**src/rtl/bnn_acc_pkg.sv**
```systemverilog
// Function codes for the binary-NN accumulator CXU.
package bnn_acc_pkg;
  typedef enum logic [2:0] {
    FN_DOT  = 3'd0,
    FN_MAC  = 3'd1,
    FN_GET  = 3'd2,
    FN_SET  = 3'd3,
    FN_SIGN = 3'd4,
    FN_CLR  = 3'd5
  } bnn_func_e;
endpackage

```
**src/rtl/cxu_pkg.sv**
```systemverilog
// Shared CXU-L1 port widths and response status codes.
package cxu_pkg;
  localparam int CXU_REQ_ID_W   = 6;
  localparam int CXU_CXU_ID_W   = 4;
  localparam int CXU_STATE_ID_W = 4;
  localparam int CXU_INSN_W     = 32;
  localparam int CXU_STATUS_W   = 3;

  localparam logic [CXU_STATUS_W-1:0] CXU_STATUS_SUCCESS = 3'd0;
  localparam logic [CXU_STATUS_W-1:0] CXU_STATUS_ERROR   = 3'd1;
endpackage

```
**src/rtl/bnn_acc_l1_cxu_if.sv**
```systemverilog
// CXU-L1 request/response port bundle.
interface bnn_acc_l1_cxu_if #(
  parameter int DATA_W    = 32,
  parameter int FUNC_ID_W = 3
);
  import cxu_pkg::*;

  logic                      req_valid;
  logic [CXU_REQ_ID_W-1:0]   req_id;
  logic [CXU_CXU_ID_W-1:0]   req_cxu;
  logic [CXU_STATE_ID_W-1:0] req_state;
  logic [FUNC_ID_W-1:0]      req_func;
  logic [CXU_INSN_W-1:0]     req_insn;
  logic [DATA_W-1:0]         req_data0;
  logic [DATA_W-1:0]         req_data1;

  logic                      resp_valid;
  logic [CXU_REQ_ID_W-1:0]   resp_id;
  logic [CXU_STATUS_W-1:0]   resp_status;
  logic [DATA_W-1:0]         resp_data;

  modport master (
    output req_valid, req_id, req_cxu, req_state,
    output req_func, req_insn, req_data0, req_data1,
    input  resp_valid, resp_id, resp_status, resp_data
  );

  modport slave (
    input  req_valid, req_id, req_cxu, req_state,
    input  req_func, req_insn, req_data0, req_data1,
    output resp_valid, resp_id, resp_status, resp_data
  );
endinterface

```
**src/rtl/bnn_popcount.sv**
```systemverilog
// Combinational popcount as a recursive binary adder tree.
module bnn_popcount #(
  parameter int W = 32
) (
  input  logic [W-1:0]         bits,
  output logic [$clog2(W+1)-1:0] count
);
  localparam int OW = $clog2(W + 1);

  if (W == 1) begin : g_leaf
    assign count = bits;
  end else begin : g_split
    localparam int LW = W / 2;
    localparam int HW = W - LW;

    logic [$clog2(LW+1)-1:0] lo_cnt;
    logic [$clog2(HW+1)-1:0] hi_cnt;

    bnn_popcount #(.W(LW)) u_lo (
      .bits  (bits[LW-1:0]),
      .count (lo_cnt)
    );

    bnn_popcount #(.W(HW)) u_hi (
      .bits  (bits[W-1:LW]),
      .count (hi_cnt)
    );

    assign count = OW'(lo_cnt) + OW'(hi_cnt);
  end
endmodule

```
**src/rtl/bnn_acc_l1_cxu.sv**
```systemverilog
// Binary-NN XNOR-popcount dot / saturating accumulator CXU, 2-cycle latency.
module bnn_acc_l1_cxu
  import cxu_pkg::*;
  import bnn_acc_pkg::*;
#(
  parameter int CXU_N_CXUS    = 1,
  parameter int CXU_N_STATES  = 4,
  parameter int CXU_LAT       = 2,
  parameter int CXU_RESET_LAT = 0,
  parameter int CXU_FUNC_ID_W = 3,
  parameter int CXU_DATA_W    = 32
) (
  input logic             clk,
  input logic             rst,
  bnn_acc_l1_cxu_if.slave cxu
);
  localparam int W    = CXU_DATA_W;
  localparam int PC_W = $clog2(W + 1);
  localparam int SI_W =
    (CXU_N_STATES > 1) ? $clog2(CXU_N_STATES) : 1;

  if (CXU_N_CXUS != 1) begin : g_chk_ncxus
    $error("CXU_N_CXUS must be 1");
  end
  if (CXU_N_STATES < 1 || CXU_N_STATES > 16 ||
      CXU_N_STATES > (1 << CXU_STATE_ID_W)) begin : g_chk_nst
    $error("CXU_N_STATES out of range");
  end
  if (CXU_RESET_LAT != 0) begin : g_chk_rlat
    $error("CXU_RESET_LAT must be 0");
  end
  if (CXU_FUNC_ID_W < 3) begin : g_chk_fid
    $error("CXU_FUNC_ID_W must be at least 3");
  end
  if (CXU_LAT != 2) begin : g_chk_lat
    $error("CXU_LAT must be 2");
  end
  if (W != 32 && W != 64) begin : g_chk_dw
    $error("CXU_DATA_W must be 32 or 64");
  end

  logic [W-1:0]    xnor_v;
  logic [PC_W-1:0] pc;
  logic            req_err;

  assign xnor_v = ~(cxu.req_data0 ^ cxu.req_data1);

  bnn_popcount #(.W(W)) u_pop (
    .bits  (xnor_v),
    .count (pc)
  );

  assign req_err =
    (int'(cxu.req_func) > int'(FN_CLR)) ||
    (int'(cxu.req_state) >= CXU_N_STATES) ||
    (cxu.req_cxu != '0);

  logic                    v1;
  logic                    err1;
  logic [CXU_REQ_ID_W-1:0] id1;
  bnn_func_e               func1;
  logic [SI_W-1:0]         st1;
  logic [W-1:0]            a1;
  logic [PC_W-1:0]         pc1;

  always_ff @(posedge clk) begin
    if (rst) begin
      v1 <= 1'b0;
    end else begin
      v1 <= cxu.req_valid;
    end
    err1  <= req_err;
    id1   <= cxu.req_id;
    func1 <= bnn_func_e'(cxu.req_func[2:0]);
    st1   <= cxu.req_state[SI_W-1:0];
    a1    <= cxu.req_data0;
    pc1   <= pc;
  end

  logic [W-1:0] acc [CXU_N_STATES];
  logic [W-1:0] acc_cur;
  logic [W+1:0] d_x;
  logic [W-1:0] d_w;
  logic [W:0]   sum;
  logic [W-1:0] mac_v;
  logic         ge;

  assign acc_cur = acc[st1];
  // d = 2*popcount - W; magnitude never exceeds W so W bits suffice
  assign d_x = (W+2)'({pc1, 1'b0}) - (W+2)'(W);
  assign d_w = d_x[W-1:0];
  assign sum = {acc_cur[W-1], acc_cur} + {d_w[W-1], d_w};
  assign ge  = $signed(acc_cur) >= $signed(a1);

  always_comb begin
    mac_v = sum[W-1:0];
    if (sum[W] != sum[W-1]) begin
      mac_v = sum[W] ? {1'b1, {(W-1){1'b0}}}
                     : {1'b0, {(W-1){1'b1}}};
    end
  end

  logic         ok1;
  logic         wr_en;
  logic [W-1:0] wr_val;
  logic [W-1:0] nxt_data;
  logic         st_err;

  assign ok1 = !err1;

  always_comb begin
    wr_en    = 1'b0;
    wr_val   = '0;
    nxt_data = '0;
    st_err   = 1'b0;
    unique case (1'b1)
      err1: st_err = 1'b1;
      ok1 && func1 == FN_DOT: nxt_data = d_w;
      ok1 && func1 == FN_MAC: begin
        wr_en    = 1'b1;
        wr_val   = mac_v;
        nxt_data = mac_v;
      end
      ok1 && func1 == FN_GET: nxt_data = acc_cur;
      ok1 && func1 == FN_SET: begin
        wr_en    = 1'b1;
        wr_val   = a1;
        nxt_data = acc_cur;
      end
      ok1 && func1 == FN_SIGN: nxt_data = W'(ge);
      ok1 && func1 == FN_CLR: begin
        wr_en    = 1'b1;
        nxt_data = acc_cur;
      end
      default: st_err = 1'b1;
    endcase
  end

  always_ff @(posedge clk) begin
    if (rst) begin
      cxu.resp_valid  <= 1'b0;
      cxu.resp_id     <= '0;
      cxu.resp_status <= CXU_STATUS_SUCCESS;
      cxu.resp_data   <= '0;
      for (int i = 0; i < CXU_N_STATES; i++) begin
        acc[i] <= '0;
      end
    end else begin
      cxu.resp_valid  <= v1;
      cxu.resp_id     <= v1 ? id1 : '0;
      cxu.resp_data   <= v1 ? nxt_data : '0;
      cxu.resp_status <= (v1 && st_err) ? CXU_STATUS_ERROR
                                        : CXU_STATUS_SUCCESS;
      if (v1 && wr_en) begin
        acc[st1] <= wr_val;
      end
    end
  end

  logic unused_bits;
  assign unused_bits = ^{cxu.req_insn, d_x[W+1:W]};
endmodule

```
**src/flat_wrapper.sv**
```systemverilog
// flat-port wrapper written by rule: the top's interface ports become plain ports
module bnn_acc_l1_cxu_flat import cxu_pkg::*; import bnn_acc_pkg::*;
#(
  parameter int CXU_N_CXUS    = 1,
  parameter int CXU_N_STATES  = 4,
  parameter int CXU_LAT       = 2,
  parameter int CXU_RESET_LAT = 0,
  parameter int CXU_FUNC_ID_W = 3,
  parameter int CXU_DATA_W    = 32
)
  (clk, rst, cxu_req_valid, cxu_req_id, cxu_req_cxu, cxu_req_state, cxu_req_func, cxu_req_insn, cxu_req_data0, cxu_req_data1, cxu_resp_valid, cxu_resp_id, cxu_resp_status, cxu_resp_data);
  bnn_acc_l1_cxu_if #(.DATA_W(32), .FUNC_ID_W(3)) cxu_i ();
  input logic clk;
  input logic rst;
  input wire logic [$bits(cxu_i.req_valid)-1:0] cxu_req_valid;
  input wire logic [$bits(cxu_i.req_id)-1:0] cxu_req_id;
  input wire logic [$bits(cxu_i.req_cxu)-1:0] cxu_req_cxu;
  input wire logic [$bits(cxu_i.req_state)-1:0] cxu_req_state;
  input wire logic [$bits(cxu_i.req_func)-1:0] cxu_req_func;
  input wire logic [$bits(cxu_i.req_insn)-1:0] cxu_req_insn;
  input wire logic [$bits(cxu_i.req_data0)-1:0] cxu_req_data0;
  input wire logic [$bits(cxu_i.req_data1)-1:0] cxu_req_data1;
  output wire logic [$bits(cxu_i.resp_valid)-1:0] cxu_resp_valid;
  output wire logic [$bits(cxu_i.resp_id)-1:0] cxu_resp_id;
  output wire logic [$bits(cxu_i.resp_status)-1:0] cxu_resp_status;
  output wire logic [$bits(cxu_i.resp_data)-1:0] cxu_resp_data;
  assign cxu_i.req_valid = cxu_req_valid;
  assign cxu_i.req_id = cxu_req_id;
  assign cxu_i.req_cxu = cxu_req_cxu;
  assign cxu_i.req_state = cxu_req_state;
  assign cxu_i.req_func = cxu_req_func;
  assign cxu_i.req_insn = cxu_req_insn;
  assign cxu_i.req_data0 = cxu_req_data0;
  assign cxu_i.req_data1 = cxu_req_data1;
  assign cxu_resp_valid = cxu_i.resp_valid;
  assign cxu_resp_id = cxu_i.resp_id;
  assign cxu_resp_status = cxu_i.resp_status;
  assign cxu_resp_data = cxu_i.resp_data;
  bnn_acc_l1_cxu #(.CXU_N_CXUS(CXU_N_CXUS), .CXU_N_STATES(CXU_N_STATES), .CXU_LAT(CXU_LAT), .CXU_RESET_LAT(CXU_RESET_LAT), .CXU_FUNC_ID_W(CXU_FUNC_ID_W), .CXU_DATA_W(CXU_DATA_W)) u_core (.clk(clk), .rst(rst), .cxu(cxu_i));
endmodule
```
**config.mk**
```make
export PLATFORM = sky130hd
export DESIGN_NAME = bnn_acc_l1_cxu_flat
export DESIGN_NICKNAME = d
export VERILOG_FILES = /design/src/rtl/bnn_acc_pkg.sv /design/src/rtl/cxu_pkg.sv /design/src/rtl/bnn_acc_l1_cxu_if.sv /design/src/rtl/bnn_popcount.sv /design/src/rtl/bnn_acc_l1_cxu.sv /design/src/flat_wrapper.sv
export SDC_FILE = /design/constraint.sdc
export NUM_CORES = 1
export LEC_CHECK = 0
export CAP_MARGIN = 20
export CORE_ASPECT_RATIO = 2
export CORE_UTILIZATION = 54
export DETAILED_ROUTE_END_ITERATION = 6
export PLACE_DENSITY = 0.78
export RECOVER_POWER = 25
export SYNTH_ARGS = -nofsm -noshare
export SYNTH_HDL_FRONTEND = slang
export SYNTH_HIERARCHICAL = 1
export SYNTH_SLANG_ARGS = --single-unit
export TNS_END_PERCENT = 30
```
**constraint.sdc**
```tcl
create_clock -name clk -period 6.9 [get_ports clk]
set_clock_uncertainty 0.1 [all_clocks]
set_input_delay 0.69 -clock clk [delete_from_list [all_inputs] [get_ports clk]]
set_output_delay 0.69 -clock clk [all_outputs]
set_load 0.05 [all_outputs]
```
== After elaboration in Yosys (flattened, before gate mapping) ==
Memories as Yosys holds them, arrays and structs flattened. A register that Yosys moved wholly into a read port is not among the register bits.
Cells that the tools add are included.

* RAM bits: 128
* Input port bits: 116
* Memories kept: 1
* Register bits after elaboration: 93

* Eq/ne operators: 6
* $lt $le $gt $ge: 3
* Add/subtract/negate cells: 33
* Reduce and logical (&&, ||, !) cells: 18
* Bitwise gates (word level): 3
* Muxes and demuxes: 15

{| class="wikitable"
|+ Memories
! memory !! words !! bits a word !! rd ports !! clocked after Yosys merged registers in !! write ports !! RTL line !! text
|-
| u_core.acc || 4 || 32 || 1 || 1 || 4 || bnn_acc_l1_cxu.sv:80 || <nowiki>logic [W-1:0] acc [CXU_N_STATES];</nowiki>
|}

{| class="wikitable"
|+ Operator list
! operator !! count
|-
| $pmux 32 s4 || 1
|-
| $mux 32 || 3
|-
| $pmux 32 s2 || 1
|-
| $add 32x8->33 || 1
|-
| $add 1x1->2 || 16
|-
| $ge 32x32->1 || 1
|-
| $not 32->32 || 1
|-
| $reduce_or 32->1 || 1
|-
| $xor 32x32->32 || 1
|-
| $add 2x2->3 || 8
|-
| $add 3x3->4 || 4
|-
| $add 4x4->5 || 2
|-
| $mux 1 || 9
|-
| $logic_and 1x1->1 || 8
|-
| $sub 7x6->8 const B || 1
|-
| $add 5x5->6 || 1
|-
| $eq 3x2->1 const B || 2
|-
| $eq 3x3->1 const B || 2
|-
| $reduce_or 3->1 || 2
|-
| $reduce_or 6->1 || 1
|-
| $ge 4x3->1 const B || 1
|-
| $reduce_bool 4->1 || 1
|-
| $eq 3x1->1 const B || 1
|-
| $gt 3x3->1 const B || 1
|-
| 7 further kinds || 8
|}

== Logic depth before layout (Yosys ltp) ==
Gate-level depths: netlist of run 1.

* Depth after elaboration: 10
* Mapped depth: 18
* Depth with buffers taken out: 17

== Modules after synthesis ==
Netlist of run 1, hierarchy kept.

{| class="wikitable"
|+ By module, submodules not included
! module !! area an instance (um^2) !! times used !! cells an instance
|-
| bnn_acc_l1_cxu || 11,568.6 || 1 || 1,017
|-
| bnn_popcount (u_core.u_pop.g_split.u_hi.g_split.u_hi.g_split.u_hi ...) || 51.3 || 8 || 7
|-
| bnn_popcount (u_core.u_pop.g_split.u_hi.g_split.u_hi ...) || 95.1 || 4 || 12
|-
| bnn_popcount (u_core.u_pop.g_split.u_hi ...) || 136.4 || 2 || 16
|-
| bnn_popcount (u_core.u_pop.g_split.u_hi.g_split.u_hi.g_split.u_hi.g_split.u_hi.g_split.u_hi ...) || 7.5 || 32 || 1
|-
| bnn_popcount (u_core.u_pop.g_split.u_hi.g_split.u_hi.g_split.u_hi.g_split.u_hi ...) || 12.5 || 16 || 1
|-
| bnn_popcount (u_core.u_pop) || 158.9 || 1 || 17
|}

== Least setup slack after synthesis of run 1 ==
OpenSTA, ideal clock, no wires.

* Path type: register to register
* Start point: register u_core.st1[0]
* End point: memory u_core.acc[0][26] (data pin)
* Period minus slack after synthesis: 4,541 ps
* Cell stages (with the launch flop): 13
* Slack: 2,359 ps
* Library setup time: 272 ps
* Arrival: 4,169 ps
* Cell sequence: dfxtp_1 -> clkbuf_1 -> buf_1 -> mux4_2 -> ha_1 -> and2_4 -> and3_4 -> a221oi_2 -> a21oi_2 -> a211oi_2 -> mux2_2 -> o31ai_2 -> a21oi_1

{| class="wikitable"
|+ RTL lines
! item !! RTL line !! text
|-
| start: declaration || bnn_acc_l1_cxu.sv:62 || <nowiki>logic [SI_W-1:0] st1;</nowiki>
|-
| start signal: assignment || bnn_acc_l1_cxu.sv:75 || <nowiki>st1 <= cxu.req_state[SI_W-1:0];</nowiki>
|-
| end: declaration || bnn_acc_l1_cxu.sv:80 ||
|}

==> impl_metrics.env, run 1 <==
export IMPL_status="complete, but fails checks"
export IMPL_violations="max-capacitance violations, max-slew violations"
export IMPL_htreeDepth=1
export IMPL_antenna_found_initial=0
export IMPL_synth_edff_count=128
export IMPL_placed_cells=1564
export IMPL_netlist_area_leader_share_pct=29.0
export IMPL_synthTopCellsByCount="a21oi_1, edfxtp_1, ha_1, inv_1, nand2_1"
export IMPL_drv_slew=33
export IMPL_drive_above_1_share_pct=10.2
export IMPL_setup_viol=0
export IMPL_wl_per_cell_um=21.8
export IMPL_crit_chain="buf_12, mux4_2, ha_1, a21oi_1, o21ai_0, a221oi_2, a21oi_2, a211oi_2, mux2i_4, buf_4, buf_4, o211ai_4, a21oi_1"
export IMPL_ys_types=77
export IMPL_wl_met1_um=11300
export IMPL_rsz0062_at_grt="no"
export IMPL_yosysSeqAreaShare_pct=42.8
export IMPL_synth_area_leaders="edfxtp_1, dfxtp_1, ha_1"
export IMPL_power_switching_mw=2.38
export IMPL_reg2regPathDepth=13
export IMPL_endpoint_kind="register"
export IMPL_r2r_end="u_core/acc[3][0]$_DFFE_PP_"
export IMPL_hold_depth=1
export IMPL_setup_tns_ns=0
export IMPL_grt_first_pass_wirelength_um=53900
export IMPL_cts_resized=0
export IMPL_fin_crit_sh_pct=84.2
export IMPL_startpoint_type="register"
export IMPL_cts_hold_buf=0
export IMPL_cp_data_required_time_ns=7.15
export IMPL_rows=80
export IMPL_clkTransAtPathRegs_ns=0.07
export IMPL_cts_setup_buffers=0
export IMPL_hpwl_um=25400
export IMPL_yosysTopAreaCell="edfxtp_1"
export IMPL_cp_max_fo=19
export IMPL_worstMarginPinSlew_ns=1.86
export IMPL_power_share_switching_pct=42.3
export IMPL_final_cells=1598
export IMPL_viasPerCell=6.15
export IMPL_cts_buffers=19
export IMPL_yosys_most_used_dff="edfxtp_1"
export IMPL_pwr_share_comb_pct=54.4
export IMPL_yosys_warnings=6
export IMPL_cts_buffer_depth=3
export IMPL_async_reset_ff_share_pct=0
export IMPL_first_pass_iters=5
export IMPL_gp_congestion=0.967
export IMPL_die_width_um=113
export IMPL_nets=1544
export IMPL_cp_slowest_cell="dfxtp_1"
export IMPL_start_util_pct=55.3
export IMPL_r2r_start="u_core/st1[0]$_DFF_P_"
export IMPL_placed_cell_area_um2=14500
export IMPL_regToRegSetupSlack_ns=1.09
export IMPL_diodes=0
export IMPL_io_pins=158
export IMPL_slew_headroom_pct=-24.0
export IMPL_dieArea_um2=25200
export IMPL_grt_max_degree=37
export IMPL_track_usage_pct=28.6
export IMPL_syn_inst=1218
export IMPL_route_met2_wl_um=19300
export IMPL_final_area_um2=15100
export IMPL_hp_class="reg -> reg"
export IMPL_synth_seq_cells=219
export IMPL_layout_min_cycle_time_ns=5.81
export IMPL_worstSetupPathType="reg -> reg"
export IMPL_final_util_pct=63.2
export IMPL_coreArea_um2=23900
export IMPL_clock_sinks=219
export IMPL_seqPwrFrac_pct=26.5
export IMPL_crit_path_max_incr_delay_ns=1.19
export IMPL_routed_top_layer="met4"
export IMPL_worstSetupStartpoint="u_core/st1[0]$_DFF_P_"
export IMPL_root_buffer="clkbuf_16"
export IMPL_peakVddDrop_mv=0.585
export IMPL_first_global_vias=10300
export IMPL_wirelength_um=34800
export IMPL_clk_latency_ns=0.53
export IMPL_synth_most_common_cell="a21oi_1"
export IMPL_die_h_um=223
export IMPL_vias=9823
export IMPL_arrival_ns=6.06
export IMPL_ant_nets=0
export IMPL_maxCapViolCount=1
export IMPL_hold_viol_final=0
export IMPL_timing_fmax_mhz=172
export IMPL_wl_met3_um=1820
export IMPL_syn_area_per_cell_um2=10.9
export IMPL_p_leak_nw=5.98
export IMPL_p_int_mw=3.24
export IMPL_grt_overflow_total=0
export IMPL_drt_iter0_drc=684
export IMPL_drc=0
export IMPL_portBuffers=123
export IMPL_syn2layout_area_growth_pct=14.4
export IMPL_netlist_area_um2=13200
export IMPL_power_density_nw_per_um2=372
export IMPL_clkPwrFrac_pct=19.1
export IMPL_cts_tree="yes"
export IMPL_endpoint="u_core/acc[3][0]$_DFFE_PP_"
power by group through the flow:
stage | registers, mW | logic (mW) | clock network, mW
3_3_place_gp | 1.52 | 2.95 | 0
4_1_cts | 1.49 | 3.06 | 1.09
2_1_floorplan | 1.51 | 2.39 | 0
5_1_grt | 1.50 | 3.35 | 1.14
6_report | 1.49 | 3.06 | 1.08
3_5_place_dp | 1.52 | 3.04 | 0
how the worst min path moves through the flow:
stage                                startpoint                               end  slack, ns
final                     u_core/id1[2]$_DFF_P_  u_core/cxu.resp_id[2]$_SDFF_PP0_       0.33
after global routing      u_core/id1[2]$_DFF_P_  u_core/cxu.resp_id[2]$_SDFF_PP0_       0.34
after CTS                 u_core/id1[0]$_DFF_P_  u_core/cxu.resp_id[0]$_SDFF_PP0_       0.33
after detailed placement  u_core/id1[0]$_DFF_P_  u_core/cxu.resp_id[0]$_SDFF_PP0_       0.31
after global placement    u_core/id1[1]$_DFF_P_  u_core/cxu.resp_id[1]$_SDFF_PP0_       0.31
after floorplan           u_core/id1[0]$_DFF_P_  u_core/cxu.resp_id[0]$_SDFF_PP0_       0.31
worst max-delay path, delay by kind of cell, from the launching register on:
| family | cells | cell delay (ns) |
|---|---|---|
| compound gates | 7 | 1.72 |
| flops | 1 | 1.19 |
| buf+inv | 3 | 0.80 |
| mux | 2 | 1.39 |
| fa+ha+maj | 1 | 0.40 |
kinds of logic after synthesis:
logic type / after synthesis / share of synthesized area [%]
xor gates and xnor gates: 68 / 4.64
buffers and inverters: 199 / 7.13
muxes: 35 / 5.68
other: 1 / 0.0283
adders and majority gates: 130 / 13.2
DFF: 219 / 42.8
and+or+nand+nor: 216 / 7.85
AOI/OAI and AO/OA: 350 / 18.6
final cells by class:
cell class	instances	area, um2
timing repair buffer	143	1410
sequential	219	5670
inverter	114	428
clock inverter	9	87.6
fill	1880	8790
multi-input combinational	801	6660
clock buffer	25	529
tap	287	359
stage by stage:
step	hold slack (ns)	setup WS, ns	total power, mW
after global routing	0.336	0.718	5.99
after floorplan	0.306	2.36	3.90
after CTS	0.328	1.49	5.64
after detailed placement	0.312	1.54	4.56
after global placement	0.310	1.59	4.47
final	0.328	1.09	5.63
layout by cell type (no fill, tap or decap), types with 15 or more instances in the layout:
master	count
edfxtp_1	128
o211ai_4	20
buf_4	18
dfxtp_1	91
mux4_2	32
clkbuf_16	20
clkdlybuf4s50_1	39
a21oi_1	177
fa_1	16
nand2_1	93
xnor2_1	59
inv_1	113
a31oi_1	26
dlygate4sd3_1	84
a21o_1	19
nor2_1	34
o21ai_0	21
nand3_1	15
ha_1	114
flip-flops by register name (all words and copies together) (netlist names):
name,flops
u_core/v1,1
u_core/cxu.resp_status,1
u_core/cxu.resp_data,32
u_core/acc,128
u_core/err1,1
u_core/st1,2
u_core/id1,6
u_core/pc1,6
u_core/cxu.resp_id,6
u_core/cxu.resp_valid,1
u_core/a1,32
u_core/func1,3
metal layers:
layer	vias up	GRT usage, %
li1	4578	-
met1	4705	28.6
met2	395	53.8
met3	145	3.12
met4	0	20.5
met5	-	0
No activity file was read; power rests on OpenSTA's default activity.
==> run 2, diff against run 1 <==
clock period = 5.53 ns   (was 6.9 ns; I/O delays follow)
==> run 2 against run 1 <==
Compared with the run above:
- largest cell class unchanged
- clock-buffer cell count is 6 higher
- clock power is 32% higher
- sequential share of layout area is 0.44 points lower
- the flow still finishes with violations (max-capacitance violations, max-slew violations)
- register-to-register slack worse by 0.63 ns
- worst setup slack worse by 0.63 ns
==> impl_metrics.env, run 2 (synthesized netlist as in run 1, its figures left out) <==
export IMPL_endpoint_kind="register"
export IMPL_final_util_pct=64.0
export IMPL_gp_congestion=0.958
export IMPL_nets=1559
export IMPL_io_pins=158
export IMPL_status="complete, but fails checks"
export IMPL_root_buffer="clkbuf_16"
export IMPL_wirelength_um=35500
export IMPL_hpwl_um=26300
export IMPL_largest_register="u_core/acc"
export IMPL_p_leak_nw=6.08
export IMPL_final_cell_mix="a21oi_1, edfxtp_1, ha_1"
export IMPL_rsz0062_at_grt="no"
export IMPL_timing_fmax_mhz=197
export IMPL_placed_cell_area_um2=14600
export IMPL_portBuffers=123
export IMPL_layout_min_cycle_time_ns=5.07
export IMPL_cts_setup_buffers=0
export IMPL_die_h_um=223
export IMPL_track_usage_pct=29.1
export IMPL_ant_nets=0
export IMPL_rows=80
export IMPL_hold_viol_final=0
export IMPL_vias=10100
export IMPL_clk_latency_ns=0.52
export IMPL_largest_reg_flops=128
export IMPL_arrival_ns=5.20
export IMPL_drt_iter0_drc=657
export IMPL_dieArea_um2=25200
export IMPL_viasPerCell=6.24
export IMPL_antenna_found_initial=0
export IMPL_fin_crit_sh_pct=91.7
export IMPL_worstMarginPinSlew_ns=1.91
export IMPL_startpoint_type="register"
export IMPL_diodes=0
export IMPL_violations="max-capacitance violations, max-slew violations"
export IMPL_setup_viol=0
export IMPL_top_regs="u_core/acc: 128 flops, u_core/a1: 32 flops, u_core/cxu.resp_data: 32 flops"
export IMPL_drive_above_1_share_pct=11.1
export IMPL_first_pass_iters=5
export IMPL_clkTransAtPathRegs_ns=0.06
export IMPL_wl_per_cell_um=22.0
export IMPL_first_global_vias=10600
export IMPL_drv_slew=33
export IMPL_cts_hold_buf=0
export IMPL_cp_max_fo=11
export IMPL_grt_first_pass_wirelength_um=54800
export IMPL_finalPower_mw=7.11
export IMPL_grt_max_degree=33
export IMPL_coreArea_um2=23900
export IMPL_mostFrequentLayoutCell="a21oi_1"
export IMPL_cts_resized=0
export IMPL_die_width_um=113
export IMPL_fillers=1851
export IMPL_hold_worst_slack_ns=0.332
export IMPL_cts_buffer_depth=3
export IMPL_slew_headroom_pct=-27.5
export IMPL_syn2layout_area_growth_pct=15.7
export IMPL_worstSetupPathType="reg -> reg"
export IMPL_cts_tree="yes"
export IMPL_cp_data_required_time_ns=5.66
export IMPL_setup_tns_ns=0
export IMPL_peakVddDrop_mv=0.596
export IMPL_htreeDepth=1
export IMPL_hp_class="reg -> reg"
export IMPL_cts_buffers=20
export IMPL_grt_overflow_total=0
export IMPL_power_density_nw_per_um2=464
export IMPL_start_util_pct=55.3
export IMPL_maxCapViolCount=1
export IMPL_final_area_um2=15300
export IMPL_drc=0
export IMPL_clock_sinks=219
## run 2: path summary, 6_finish.rpt
path / cells after the start / slack [ns] / startpoint / endpoint
setup / recovery: 11 / 0.46 / u_core/st1[0]$_DFF_P_ / u_core/acc[0][26]$_SDFFCE_PN0P_
hold / removal: 1 / 0.33 / u_core/id1[0]$_DFF_P_ / u_core/cxu.resp_id[0]$_SDFF_PP0_
setup reg to reg: 11 / 0.46 / u_core/st1[0]$_DFF_P_ / u_core/acc[0][26]$_SDFFCE_PN0P_
hold reg to reg: 1 / 0.33 / u_core/id1[0]$_DFF_P_ / u_core/cxu.resp_id[0]$_SDFF_PP0_
## run 2: area by class of cell
type | count | area, um2 | share of cell area (%)
tap | 287 | 359 | 2.34
multi-input combinational | 801 | 6650 | 43.4
clock buffer | 31 | 624 | 4.08
sequential | 219 | 5670 | 37.0
clock inverter | 5 | 60.1 | 0.392
timing repair buffer | 157 | 1520 | 9.95
inverter | 114 | 428 | 2.79
## run 2: metrics by stage
step | setup WS, ns | cells
after floorplan | 0.989 | 1219
after global placement | 0.623 | 1578
after detailed placement | 0.614 | 1578
after CTS | 0.738 | 1614
after global routing | 0.253 | 1614
final | 0.460 | 1614
## run 2: where the power goes
group / total, mW / switching, mW / internal [mW]
clock network: 1.43 / 0.599 / 0.828
logic: 3.82 / 2.31 / 1.50
registers: 1.86 / 0.0392 / 1.82
total: 7.11 / 2.95 / 4.16
## run 2: metal layers
layer  track usage, %  routed length [um]  vias up
met1             28.2               11500     4864
met5                0                   0        -
met4             21.6                2260        0
met2             55.7               19800      452
met3             2.99                1910      157
li1                 -                   -     4601
## run 2: worst max-delay path, cell delays in order, from the launching register on
cell	delay (ns)
dfxtp_1	0.80
buf_12	0.26
mux4_2	0.58
ha_1	0.32
a211oi_1	0.40
o211ai_1	0.27
nand3_1	0.25
a21oi_2	0.10
a211oi_2	0.45
mux2_2	0.51
o31ai_2	0.59
a21oi_1	0.15
==> run 3, diff against run 2 <==
--- a/config.mk
+++ b/config.mk
@@ -12,3 +12,2 @@
 export PLACE_DENSITY = 0.78
-export RECOVER_POWER = 25
 export SYNTH_ARGS = -nofsm -noshare
==> constraint.sdc (replaced) <==
create_clock -name clk -period 5.53 [get_ports clk]
set_clock_uncertainty 0.1 [all_clocks]
set_input_delay 1.659 -clock clk [delete_from_list [all_inputs] [get_ports clk]]
set_output_delay 1.659 -clock clk [all_outputs]
set_load 0.05 [all_outputs]
==> run 3 against run 2 <==
Compared with the run above:
- the flow finishes with violations (design-rule violations)
- clock power rose by 13%
- clock-buffer cell count fell by 6
- final area rose by 1.7%
- cell count rose by 1.5%
- maximum frequency fell by 6.3%
- first-iteration DRC count rose by 18%
- power rose by 8.4%
- largest power group unchanged
- die area did not move
- worst setup slack got worse by 0.34 ns
==> impl_metrics.env, run 3 (synthesized netlist as in run 1, its figures left out) <==
export IMPL_first_global_vias=10800
export IMPL_hold_viol_final=0
export IMPL_antenna_found_initial=0
export IMPL_cp_data_required_time_ns=5.87
export IMPL_io_pins=158
export IMPL_first_pass_iters=7
export IMPL_cpMostUsedCell="inv_1"
export IMPL_maxCapViolCount=0
export IMPL_rows=80
export IMPL_coreArea_um2=23900
export IMPL_hpwl_um=25800
export IMPL_die_h_um=223
export IMPL_cts_hold_buf=0
export IMPL_placed_cells=1603
export IMPL_start_util_pct=55.3
export IMPL_worstMarginPinSlew_ns=1.12
export IMPL_portBuffers=123
export IMPL_die_width_um=113
export IMPL_wirelength_um=36000
export IMPL_route_met2_wl_um=20000
export IMPL_startpoint_type="primary input"
export IMPL_drv_slew=0
export IMPL_layout_min_cycle_time_ns=5.41
export IMPL_setup_viol=0
export IMPL_cts_buffers=20
export IMPL_clk_latency_ns=0.51
export IMPL_wl_per_cell_um=22.0
export IMPL_clock_sinks=219
export IMPL_power_density_nw_per_um2=495
export IMPL_cp_top_family="adder cells"
export IMPL_endpoint_kind="register"
export IMPL_gp_congestion=0.963
export IMPL_p_leak_nw=6.08
export IMPL_timing_fmax_mhz=185
export IMPL_placed_cell_area_um2=14800
export IMPL_cp_max_fo=2
export IMPL_peakVddDrop_mv=0.813
export IMPL_clkPwrFrac_pct=20.9
export IMPL_clkTransAtPathRegs_ns=0.07
export IMPL_htreeDepth=1
export IMPL_final_cells=1639
export IMPL_wl_met1_um=11300
export IMPL_routed_top_layer="met4"
export IMPL_status="complete, but fails checks"
export IMPL_fin_crit_sh_pct=97.8
export IMPL_rsz0062_at_grt="yes"
export IMPL_worstSetupPathType="in -> reg"
export IMPL_dieArea_um2=25200
export IMPL_grt_overflow_total=0
export IMPL_final_area_um2=15600
export IMPL_cp_slowest_cell="fa_2"
export IMPL_crit_path_max_incr_delay_ns=0.56
export IMPL_power_switching_mw=3.10
export IMPL_grt_max_degree=37
export IMPL_largest_register="u_core/acc"
export IMPL_slew_headroom_pct=25.7
export IMPL_viasPerCell=6.24
export IMPL_grt_first_pass_wirelength_um=55200
export IMPL_crit_chain="clkdlybuf4s50_1, xnor2_1, buf_4, ha_1, ha_1, inv_1, fa_1, inv_1, inv_1, fa_1, inv_1, inv_1, fa_2, inv_1, fa_1, a21o_1, a21oi_2, xnor2_1"
export IMPL_final_cell_mix="a21oi_1, edfxtp_1, clkdlybuf4s50_1"
export IMPL_wl_met3_um=2110
export IMPL_final_util_pct=65.1
export IMPL_mostFrequentLayoutCell="a21oi_1"
export IMPL_diodes=0
export IMPL_cts_buffer_depth=3
export IMPL_syn2layout_area_growth_pct=17.7
export IMPL_top_regs="u_core/acc: 128 flops, u_core/a1: 32 flops, u_core/cxu.resp_data: 32 flops"
export IMPL_fillers=1825
export IMPL_pre_cts_slack_ns=-0.407
export IMPL_pwr_share_comb_pct=54.9
export IMPL_power_share_switching_pct=40.3
export IMPL_nets=1584
export IMPL_drive_above_1_share_pct=13.1
export IMPL_hp_class="reg -> reg"
export IMPL_crit_buf_inv=8
export IMPL_seq_area_um2=5670
export IMPL_cts_tree="yes"
export IMPL_cts_setup_buffers=0
export IMPL_vias=10200
export IMPL_drc=2
export IMPL_p_int_mw=4.60
export IMPL_arrival_ns=5.75
export IMPL_largest_reg_flops=128
export IMPL_drt_iter0_drc=772
export IMPL_ant_nets=0
export IMPL_root_buffer="clkbuf_16"
export IMPL_seqPwrFrac_pct=24.2
export IMPL_setup_ws_ns=0.119
export IMPL_multiInputGateArea_um2=6660
export IMPL_violations="design-rule violations"
export IMPL_track_usage_pct=29.3
-- run 3: cell count changes in the layout (fill, tap and decap cells not counted), moves of 2 or more --
cell	change
and2_0	-5
and2_1	+5
buf_4	+26
bufinv_16	+5
clkbuf_1	-2
clkbuf_8	-3
clkdlybuf4s50_1	+84
dlygate4sd3_1	-84
inv_6	+2
-- run 3: worst reg2reg max path, cell delays in order (launching register included) --
cell and delay [ns]:
dfxtp_2 0.95, buf_4 0.31, mux4_2 0.55, ha_1 0.26, a211oi_1 0.34, o211ai_1 0.29
nand3_1 0.28, a21oi_2 0.11, a211oi_2 0.37, mux2_2 0.50, o31ai_2 0.56, a21oi_1 0.15
-- run 3: what timing repair did --
action                     4_1_cts  5_1_grt
setup endpoints to repair        0        2
hold endpoints to repair         0        0
resized for setup                0        2
-- run 3: final cells by class --
type                            instances  share of cell area [%]
Timing Repair Buffer                  182                    10.9
Multi-Input combinational cell        801                    42.8
Tap cell                              287                    2.31
Clock buffer                           25                    3.53
Sequential cell                       219                    36.4
Clock inverter                         11                    1.37
Inverter                              114                    2.75
-- run 3: per-layer routing --
| metal | vias up | GRT usage, % |
|---|---|---|
| met3 | 183 | 3.61 |
| met1 | 4899 | 27.6 |
| met4 | 0 | 21.7 |
| met2 | 478 | 56.4 |
| li1 | 4674 | - |
| met5 | - | 0 |
-- run 3: power by group through the flow --
stage               logic (mW)  clock network (mW)  registers [mW]
finish                    4.23                1.61            1.87
global route              4.56                1.69            1.87
floorplan                 2.98                   0            1.89
global placement          4.00                   0            1.90
detailed placement        4.13                   0            1.90
CTS                       4.15                1.62            1.86
-- run 3: final timing paths --
| check | start | endpoint | slack, ns | cells after the start |
|---|---|---|---|---|
| min reg2reg | u_core/id1[1]$_DFF_P_ | u_core/cxu.resp_id[1]$_SDFF_PP0_ | 0.33 | 1 |
| max | cxu_req_data0[16] | u_core/pc1[4]$_DFF_P_ | 0.12 | 18 |
| max reg2reg | u_core/st1[0]$_DFF_P_ | u_core/acc[1][26]$_SDFFCE_PN0P_ | 0.48 | 11 |
| min | u_core/id1[1]$_DFF_P_ | u_core/cxu.resp_id[1]$_SDFF_PP0_ | 0.33 | 1 |
-- run 3: metrics by stage --
stage	setup TNS (ns)	hold WS, ns	power [mW]
floorplan	0	0.306	4.87
global placement	-1.13	0.309	5.89
CTS	0	0.330	7.64
finish	0	0.329	7.71
global route	-0.000231	0.341	8.13
detailed placement	-1.31	0.315	6.03
